--- src/rtl/edge_ref_source.sv ---
// Edge reference source for the cartesian ADPLL network.
// An NCO produces the reference clock and its divide-by-8, which boundary nodes
// lock to. A supervisor samples the phase error those nodes return and tracks
// the acquire / lock / loss state of the network.
module edge_ref_source #(
  parameter int                    ACCUM_WIDTH = 12,
  parameter int                    PDET_WIDTH  = 8,
  parameter logic [PDET_WIDTH-1:0] LOCK_THRESH = 8'd2,
  parameter int                    LOCK_COUNT  = 16,
  parameter int                    LOSS_COUNT  = 4,
  parameter int                    CNT_WIDTH   = 5
) (
  input  logic                   fpga_clk_i,
  input  logic                   reset_n_i,
  input  logic                   enable_i,
  input  logic [ACCUM_WIDTH-1:0] k_val_i,
  input  logic [PDET_WIDTH-1:0]  error_i,
  output logic                   ref_clk_o,
  output logic                   ref_div8_o,
  output logic                   locked_o,
  output logic                   lock_lost_o,
  output logic [PDET_WIDTH-2:0]  err_peak_o,
  output logic [1:0]             state_o
);

  localparam int MSB = ACCUM_WIDTH - 1;

  typedef enum logic [1:0] {
    ST_IDLE    = 2'b00,
    ST_ACQUIRE = 2'b01,
    ST_LOCKED  = 2'b10
  } state_t;

  // Magnitude of a signed error; the most negative code folds onto the largest
  // positive magnitude so the result always fits in PDET_WIDTH-1 bits.
  function automatic logic [PDET_WIDTH-2:0] sat_abs(input logic [PDET_WIDTH-1:0] e);
    logic [PDET_WIDTH-1:0] mag;
    if (e[PDET_WIDTH-1])
      mag = ~e + PDET_WIDTH'(1);
    else
      mag = e;
    if (mag[PDET_WIDTH-1])
      return '1;
    else
      return mag[PDET_WIDTH-2:0];
  endfunction

  logic [ACCUM_WIDTH-1:0] acc_q;
  logic [ACCUM_WIDTH-1:0] acc_next;
  logic [ACCUM_WIDTH-1:0] k_val_q;
  logic [2:0]             div_cnt_q;
  logic                   acc_rise;
  logic                   div_rise;
  logic                   div_fall;
  logic [PDET_WIDTH-2:0]  err_abs_q;
  logic                   sample_vld_q;

  state_t                 state_q;
  logic                   locked_q;
  logic                   lock_lost_q;
  logic [PDET_WIDTH-2:0]  err_peak_q;
  logic [CNT_WIDTH-1:0]   lock_cnt_q;
  logic [CNT_WIDTH-1:0]   loss_cnt_q;
  logic [CNT_WIDTH-1:0]   lock_cnt_inc;
  logic [CNT_WIDTH-1:0]   loss_cnt_inc;
  logic                   in_thresh;

  // The divider and the k_val reload are keyed off the accumulator MSB rising on
  // the coming edge, so ref_div8 moves on the same edge as the ref_clk rise.
  assign acc_next = acc_q + k_val_q;
  assign acc_rise = ~acc_q[MSB] & acc_next[MSB];
  assign div_rise = acc_rise && (div_cnt_q == 3'd3);
  assign div_fall = acc_rise && (div_cnt_q == 3'd7);

  assign lock_cnt_inc = (lock_cnt_q == '1) ? lock_cnt_q : lock_cnt_q + CNT_WIDTH'(1);
  assign loss_cnt_inc = (loss_cnt_q == '1) ? loss_cnt_q : loss_cnt_q + CNT_WIDTH'(1);
  assign in_thresh    = ({1'b0, err_abs_q} <= LOCK_THRESH);

  // Oscillator, divider, frequency-word capture and error sampling.
  always_ff @(posedge fpga_clk_i or negedge reset_n_i) begin
    if (!reset_n_i) begin
      acc_q        <= '0;
      k_val_q      <= '0;
      div_cnt_q    <= '0;
      err_abs_q    <= '0;
      sample_vld_q <= 1'b0;
    end else if (!enable_i) begin
      acc_q        <= '0;
      k_val_q      <= '0;
      div_cnt_q    <= '0;
      err_abs_q    <= '0;
      sample_vld_q <= 1'b0;
    end else begin
      acc_q        <= acc_next;
      sample_vld_q <= div_fall;
      if (state_q == ST_IDLE || div_rise)
        k_val_q <= k_val_i;
      if (acc_rise)
        div_cnt_q <= div_cnt_q + 3'd1;
      if (div_fall)
        err_abs_q <= sat_abs(error_i);
    end
  end

  // Lock supervisor: evaluates each captured sample one cycle after capture.
  always_ff @(posedge fpga_clk_i or negedge reset_n_i) begin
    if (!reset_n_i) begin
      state_q     <= ST_IDLE;
      locked_q    <= 1'b0;
      lock_lost_q <= 1'b0;
      err_peak_q  <= '0;
      lock_cnt_q  <= '0;
      loss_cnt_q  <= '0;
    end else begin
      lock_lost_q <= 1'b0;
      if (!enable_i) begin
        state_q    <= ST_IDLE;
        locked_q   <= 1'b0;
        lock_cnt_q <= '0;
        loss_cnt_q <= '0;
      end else begin
        case (state_q)
          ST_IDLE: begin
            state_q <= ST_ACQUIRE;
          end
          ST_ACQUIRE: begin
            if (sample_vld_q) begin
              if (in_thresh) begin
                if (lock_cnt_inc >= CNT_WIDTH'(LOCK_COUNT)) begin
                  state_q    <= ST_LOCKED;
                  locked_q   <= 1'b1;
                  lock_cnt_q <= '0;
                  loss_cnt_q <= '0;
                  err_peak_q <= '0;
                end else begin
                  lock_cnt_q <= lock_cnt_inc;
                end
              end else begin
                lock_cnt_q <= '0;
              end
            end
          end
          ST_LOCKED: begin
            if (sample_vld_q) begin
              if (err_abs_q > err_peak_q)
                err_peak_q <= err_abs_q;
              if (!in_thresh) begin
                if (loss_cnt_inc >= CNT_WIDTH'(LOSS_COUNT)) begin
                  state_q     <= ST_ACQUIRE;
                  locked_q    <= 1'b0;
                  lock_lost_q <= 1'b1;
                  loss_cnt_q  <= '0;
                  lock_cnt_q  <= '0;
                end else begin
                  loss_cnt_q <= loss_cnt_inc;
                end
              end else begin
                loss_cnt_q <= '0;
              end
            end
          end
          default: begin
            state_q  <= ST_IDLE;
            locked_q <= 1'b0;
          end
        endcase
      end
    end
  end

  assign ref_clk_o   = acc_q[MSB];
  assign ref_div8_o  = div_cnt_q[2];
  assign locked_o    = locked_q;
  assign lock_lost_o = lock_lost_q;
  assign err_peak_o  = err_peak_q;
  assign state_o     = state_q;

endmodule

--- config.mk ---
export PLATFORM = sky130hd
export DESIGN_NAME = edge_ref_source
export DESIGN_NICKNAME = d
export VERILOG_FILES = /design/src/rtl/edge_ref_source.sv
export SDC_FILE = /design/constraint.sdc
export NUM_CORES = 1
export LEC_CHECK = 0
export CORE_MARGIN = 2
export CORE_UTILIZATION = 56
export CTS_CLUSTER_SIZE = 28
export DETAILED_ROUTE_END_ITERATION = 7
export PLACE_DENSITY = 0.79
export SLEW_MARGIN = 20
export SYNTH_ARGS = -nofsm -noshare
export SYNTH_HDL_FRONTEND = slang
export SYNTH_SLANG_ARGS = --single-unit
--- constraint.sdc ---
create_clock -name fpga_clk_i -period 3.1 [get_ports fpga_clk_i]
set_clock_uncertainty 0.15 [all_clocks]
set_input_delay 0.31 -clock fpga_clk_i [delete_from_list [all_inputs] [get_ports fpga_clk_i]]
set_output_delay 0.31 -clock fpga_clk_i [all_outputs]
set_load 0.01 [all_outputs]
# After elaboration in Yosys (flattened, before gate mapping)
# Index checks and enable logic that the tools add are counted.
# totals
register_bits	56
latch_bits	0
ramBits	0
mem_bits_ro	0
output_inout_bits	13
n_memories	0
# classes
add_sub_neg	5
mul	0
div_mod_pow	0
n_lt_le_gt_ge	4
eq_ne	22
n_shift	0
n_mux	57
bitwise_logic	3
n_reduce_logical	10
# op_table
op	n
2-to-1 mux 5 bit	16
2-to-1 mux 7 bit	8
2-to-1 mux 12 bit	3
2-to-1 mux 8 bit	3
case mux 5 bit (2 select lines)	2
!= test 3 bit, second input constant	6
2-to-1 mux 2 bit	7
case mux 7 bit (2 select lines)	1
AND reduction 7 bit	2
2-to-1 mux 1 bit	13
adder 12 bit	1
!= test 2 bit, second input constant	6
adder 5 x 1 -> 5 bit, second input constant	2
== test 5 bit, second input constant	2
AND reduction 5 bit	2
adder 8 x 1 -> 8 bit, second input constant	1
NOT 8 bit	1
> comparator 7 bit	1
<= comparator 7 x 2 -> 1 bit, second input constant	1
2-to-1 mux 3 bit	2
!= test 2 x 1 -> 1 bit, second input constant	3
case mux 2 bit (3 select lines)	1
AND reduction 6 bit	1
greater-or-equal comparator 5 x 3 -> 1 bit, second input constant	1
14 further kinds	15

# Depth between registers and ports, before layout
# depth
depth_word	8
mapped_depth	9

# Worst setup path before layout
# Ideal clock, no wire load.
# synth_path
path_type	reg2reg
from	register acc_q[1]
to	register err_abs_q[6]
arrival_time_ns	2.174
required_ns	2.830
setup_slack_ns	0.656
path_stages_with_launch	9
path_buffers	1
cell_sequence	dfrtp_1 -> ha_1 -> a211oi_2 -> o21ai_1 -> a211oi_2 -> mux2i_1 -> clkbuf_1 -> nor2_1 -> a31o_2
# synth_between
elab_chain_cells	4
# synth_lines
item	line_no	source
from (decl)	48	logic [ACCUM_WIDTH-1:0] acc_q;
from (signal assigned)	94	acc_q <= acc_next;
adder 12 bit	70	assign acc_next = acc_q + k_val_q;
bitwise AND 1 bit	71	assign acc_rise = ~acc_q[MSB] & acc_next[MSB];
logical AND 1 bit	73	assign div_fall = acc_rise && (div_cnt_q == 3'd7);
!= test 2 x 1 -> 1 bit (no source line)	n/a	
to (signal assigned)	101	err_abs_q <= sat_abs(error_i);
to (decl)	55	logic [PDET_WIDTH-2:0] err_abs_q;
# No other way between the ends.
# A chain may end at the register's enable or synchronous reset.

# Worst setup path in the final report
# layout_path
from	register acc_q[0]
to	register acc_q[10]
# layout_between
elab_chain_cells	2
# layout_lines
item	line_no	source
adder 12 bit	70	
2-to-1 mux 12 bit	87	end else if (!enable_i) begin
# No other way between the ends.

==> metrics.cfg <==
[cts]
postCtsResizedCells = 0
cts.reportedPaths.clkPinSlew_ns = 0.09
ctsHtreeMaxLevel = 2
cts_setup_buffers = 0
cts_tree = done
clk_latency_ns = 0.30
cts_buffer_depth = 2
root_buffer = clkbuf_8
cts_buffers = 5
clock-sinks = 56

[yosys]
yosysUniqueCellTypes = 49
ys_async_sr_fraction_pct = 100.0
syn_area_sq_um = 3223
ys.flop_type = dfrtp_1
synthCells = 336
synth_seq_area_share_pct = 43.48
yosysWarnings = 0
synth_edf_count = 0
syn-num-nets = 384
synth.avg_cell_area_sq_um = 9.593
ys_ff_latch = 56

[finish]
finalNonFillerCells = 449
fin_util_pct = 67.98
diodes = 0
nets = 424
drive_gt1_share_pct = 5.570
areaGrowthSynthToFinish_pct = 16.85

[detailed_routing]
vias_per_cell = 5.597
ant_nets = 0
routed_wirelength_um = 6219
post_drt_wl_per_cell_um = 13.85
drc = 0
drt_iter0_drc = 127
dr.pass1.iters = 4
dr_total_vias = 2513

[global_route]
grt_pass1_wl_um = 10590
overflow = 0
antenna_found_initial = 0
grt_max_degree = 32
track_usage_pct = 21.04
grt_pass1_vias = 2366

[sta]
worst_pin_slew_ns = 0.5507
timing.fmax_mhz = 369.8
fin_ws_ns = 0.3961
setup_violations = 0
final.period_utilization_pct = 87.22
rsz0062_at_grt = false
finalMaxSlewViolations = 0
maxSlewHeadroom_pct = 63.21
timing.setup.tns_ns = 0
hold_viol = 0
period_needed_ns = 2.704

[floorplan]
start_util_pct = 58.18
die_w_um = 79.87
io_pins = 36
die_height_um = 79.87
coreArea_sq_um = 5540
row_count = 27
die_area_sq_um = 6378

[power_and_ir_drop]
p_per_area_nw_per_um2 = 456.4
total_power_mw = 1.719
vdd_drop_max_mv = 0.2708
leakage_nw = 1.770

[critical_path]
critical_path_arrival_ns = 2.75
r2r_cells = 8
crit_type = reg2reg
cp_common_cell = a211oi_1
crit_path_max_incr_delay_ns = 0.44
worstPathMaxFanout = 3
critPathRequiredTime_ns = 3.15
crit_chain = ha_1 -> fa_1 -> a211oi_1 -> o21ai_0 -> a2111oi_0 -> a211oi_1 -> xor2_1 -> and2_1
endpoint_kind = flip-flop
critPathSlowestCell = fa_1
ff2ff_setup_slack_ns = 0.40
cp-start-kind = flip-flop

[run]
cap_violations = 0

[placed_design]
detailed_place_hpwl_um = 4701
gp_congestion = 0.8118
io_buffer_count = 35
dp_cells = 440
post-place-ws_ns = 0.4396

[worst_hold_path]
hold_path.class = in2async

[run_status]
status = complete, no violations

-- stage by stage --
stage / hold WS (ns) / area [sq um]
6_report: 0.2892 / 3766
5_1_grt: 0.3391 / 3766
4_1_cts: 0.3015 / 3766
3_5_place_dp: 0.09568 / 3666
3_3_place_gp: 0.08472 / 3666
2_1_floorplan: -0.1356 / 3223
-- synthesized netlist by cell type (2+ instances only) --
cell type	number	area share, %
o21bai_1	6	1.4
nand3b_1	2	0.47
mux2i_1	13	4.0
o21ai_0	27	4.2
or4_4	2	0.70
o21ai_1	3	0.47
dfrtp_1	56	43
inv_1	28	3.3
nand4_1	3	0.58
xor2_1	6	1.6
and3_1	3	0.58
a31oi_1	5	0.97
a211oi_1	4	0.93
nor3_1	3	0.47
o21a_1	3	0.70
a21o_1	4	0.93
nand3_1	7	1.1
xnor2_1	6	1.6
ha_1	24	9.3
nor2_1	17	2.0
o31ai_1	3	0.70
nand2_1	33	3.8
clkbuf_1	7	0.82
and2_1	13	2.5
a211oi_2	2	0.78
a22o_1	7	1.9
nor2b_1	7	1.4
nand2b_1	4	0.78
a21oi_1	18	2.8
-- layer usage --
metal  wire length [um]  vias to the layer above  global-route usage (%)
met5                  0                        -                       0
met4                 93                        0                   7.119
met1               3005                     1207                   28.42
met3                194                        8                   3.167
li1                   -                     1260                       -
met2               2925                       38                   34.71
-- flip-flops by register name, indices dropped and copies added, names as in the netlist --
name / cells
div_cnt_q: 3
locked_o: 1
sample_vld_q: 1
acc_q: 12
err_peak_o: 7
loss_cnt_q: 5
state_o: 2
k_val_q: 12
lock_lost_o: 1
err_abs_q: 7
lock_cnt_q: 5
-- where the power goes --
group | total (mW) | switching [mW] | internal [mW] | leakage, nW
logic | 0.465 | 0.242 | 0.223 | 0.970
registers | 0.853 | 0.0490 | 0.804 | 0.754
clock network | 0.401 | 0.219 | 0.183 | 0.0455
total | 1.72 | 0.509 | 1.21 | 1.77
-- kinds of logic (layout without fill, tap and decap cells) --
| kind of cell | count (synthesis) | in the layout | synth area share, % |
|---|---|---|---|
| xor gates and xnor gates | 12 | 12 | 3.261 |
| muxes | 14 | 14 | 4.386 |
| and+or+nand+nor | 100 | 100 | 15.99 |
| DFF | 56 | 56 | 43.48 |
| buffers and inverters | 37 | 78 | 4.426 |
| adders and majority gates | 25 | 25 | 9.938 |
| AOI/OAI and AO/OA | 92 | 92 | 18.52 |
-- worst max-delay path, delay by kind of cell, from the launching register on --
kind | cells | cell delay (ns)
fa+ha+maj | 2 | 0.69
simple gates | 1 | 0.17
xor+xnor | 1 | 0.15
flops | 1 | 0.38
compound gates | 4 | 1.06
-- layout by cell type (no fill, tap or decap), drive strengths merged, types with 2 or more instances in the layout --
cell type	n
buf	7
nor2b	7
xor2	6
a21boi	2
nor2	17
ha	24
o21bai	6
clkbuf	8
or4	3
nor3	3
mux2i	13
and2	13
inv	28
o21a	3
and3	3
nand3b	2
nand4	3
xnor2	6
a211oi	6
o31ai	3
clkdlybuf4s50	34
a21oi	18
a31oi	5
dfrtp	56
nand3	7
nand2b	4
a21o	4
a22o	7
nand2	33
o21ai	30
-- final cells by class --
| cell class | count | area (sq um) |
|---|---|---|
| tap | 72 | 90.09 |
| multi-input combinational | 243 | 1679 |
| fill | 465 | 1774 |
| sequential | 56 | 1401 |
| timing repair buffer | 42 | 400.4 |
| inverter | 28 | 105.1 |
| clock buffer | 8 | 90.09 |
-- final timing paths --
| check | endpoint | from |
|---|---|---|
| max | acc_q[10] | acc_q[0] |
| min | acc_q[5] | reset_n_i |
| max reg2reg | acc_q[10] | acc_q[0] |
| min reg2reg | lock_cnt_q[4] | lock_cnt_q[4] |
| max in group asynchronous | err_peak_o[2] | reset_n_i |
| min in group fpga_clk_i | lock_cnt_q[4] | lock_cnt_q[4] |
-- timing repair --
item                                   CTS  global route
endpoints found under the hold margin   14             0
setup endpoints to repair                0             0
hold buffers                             1             0
(Power assumes the default switching activity.)
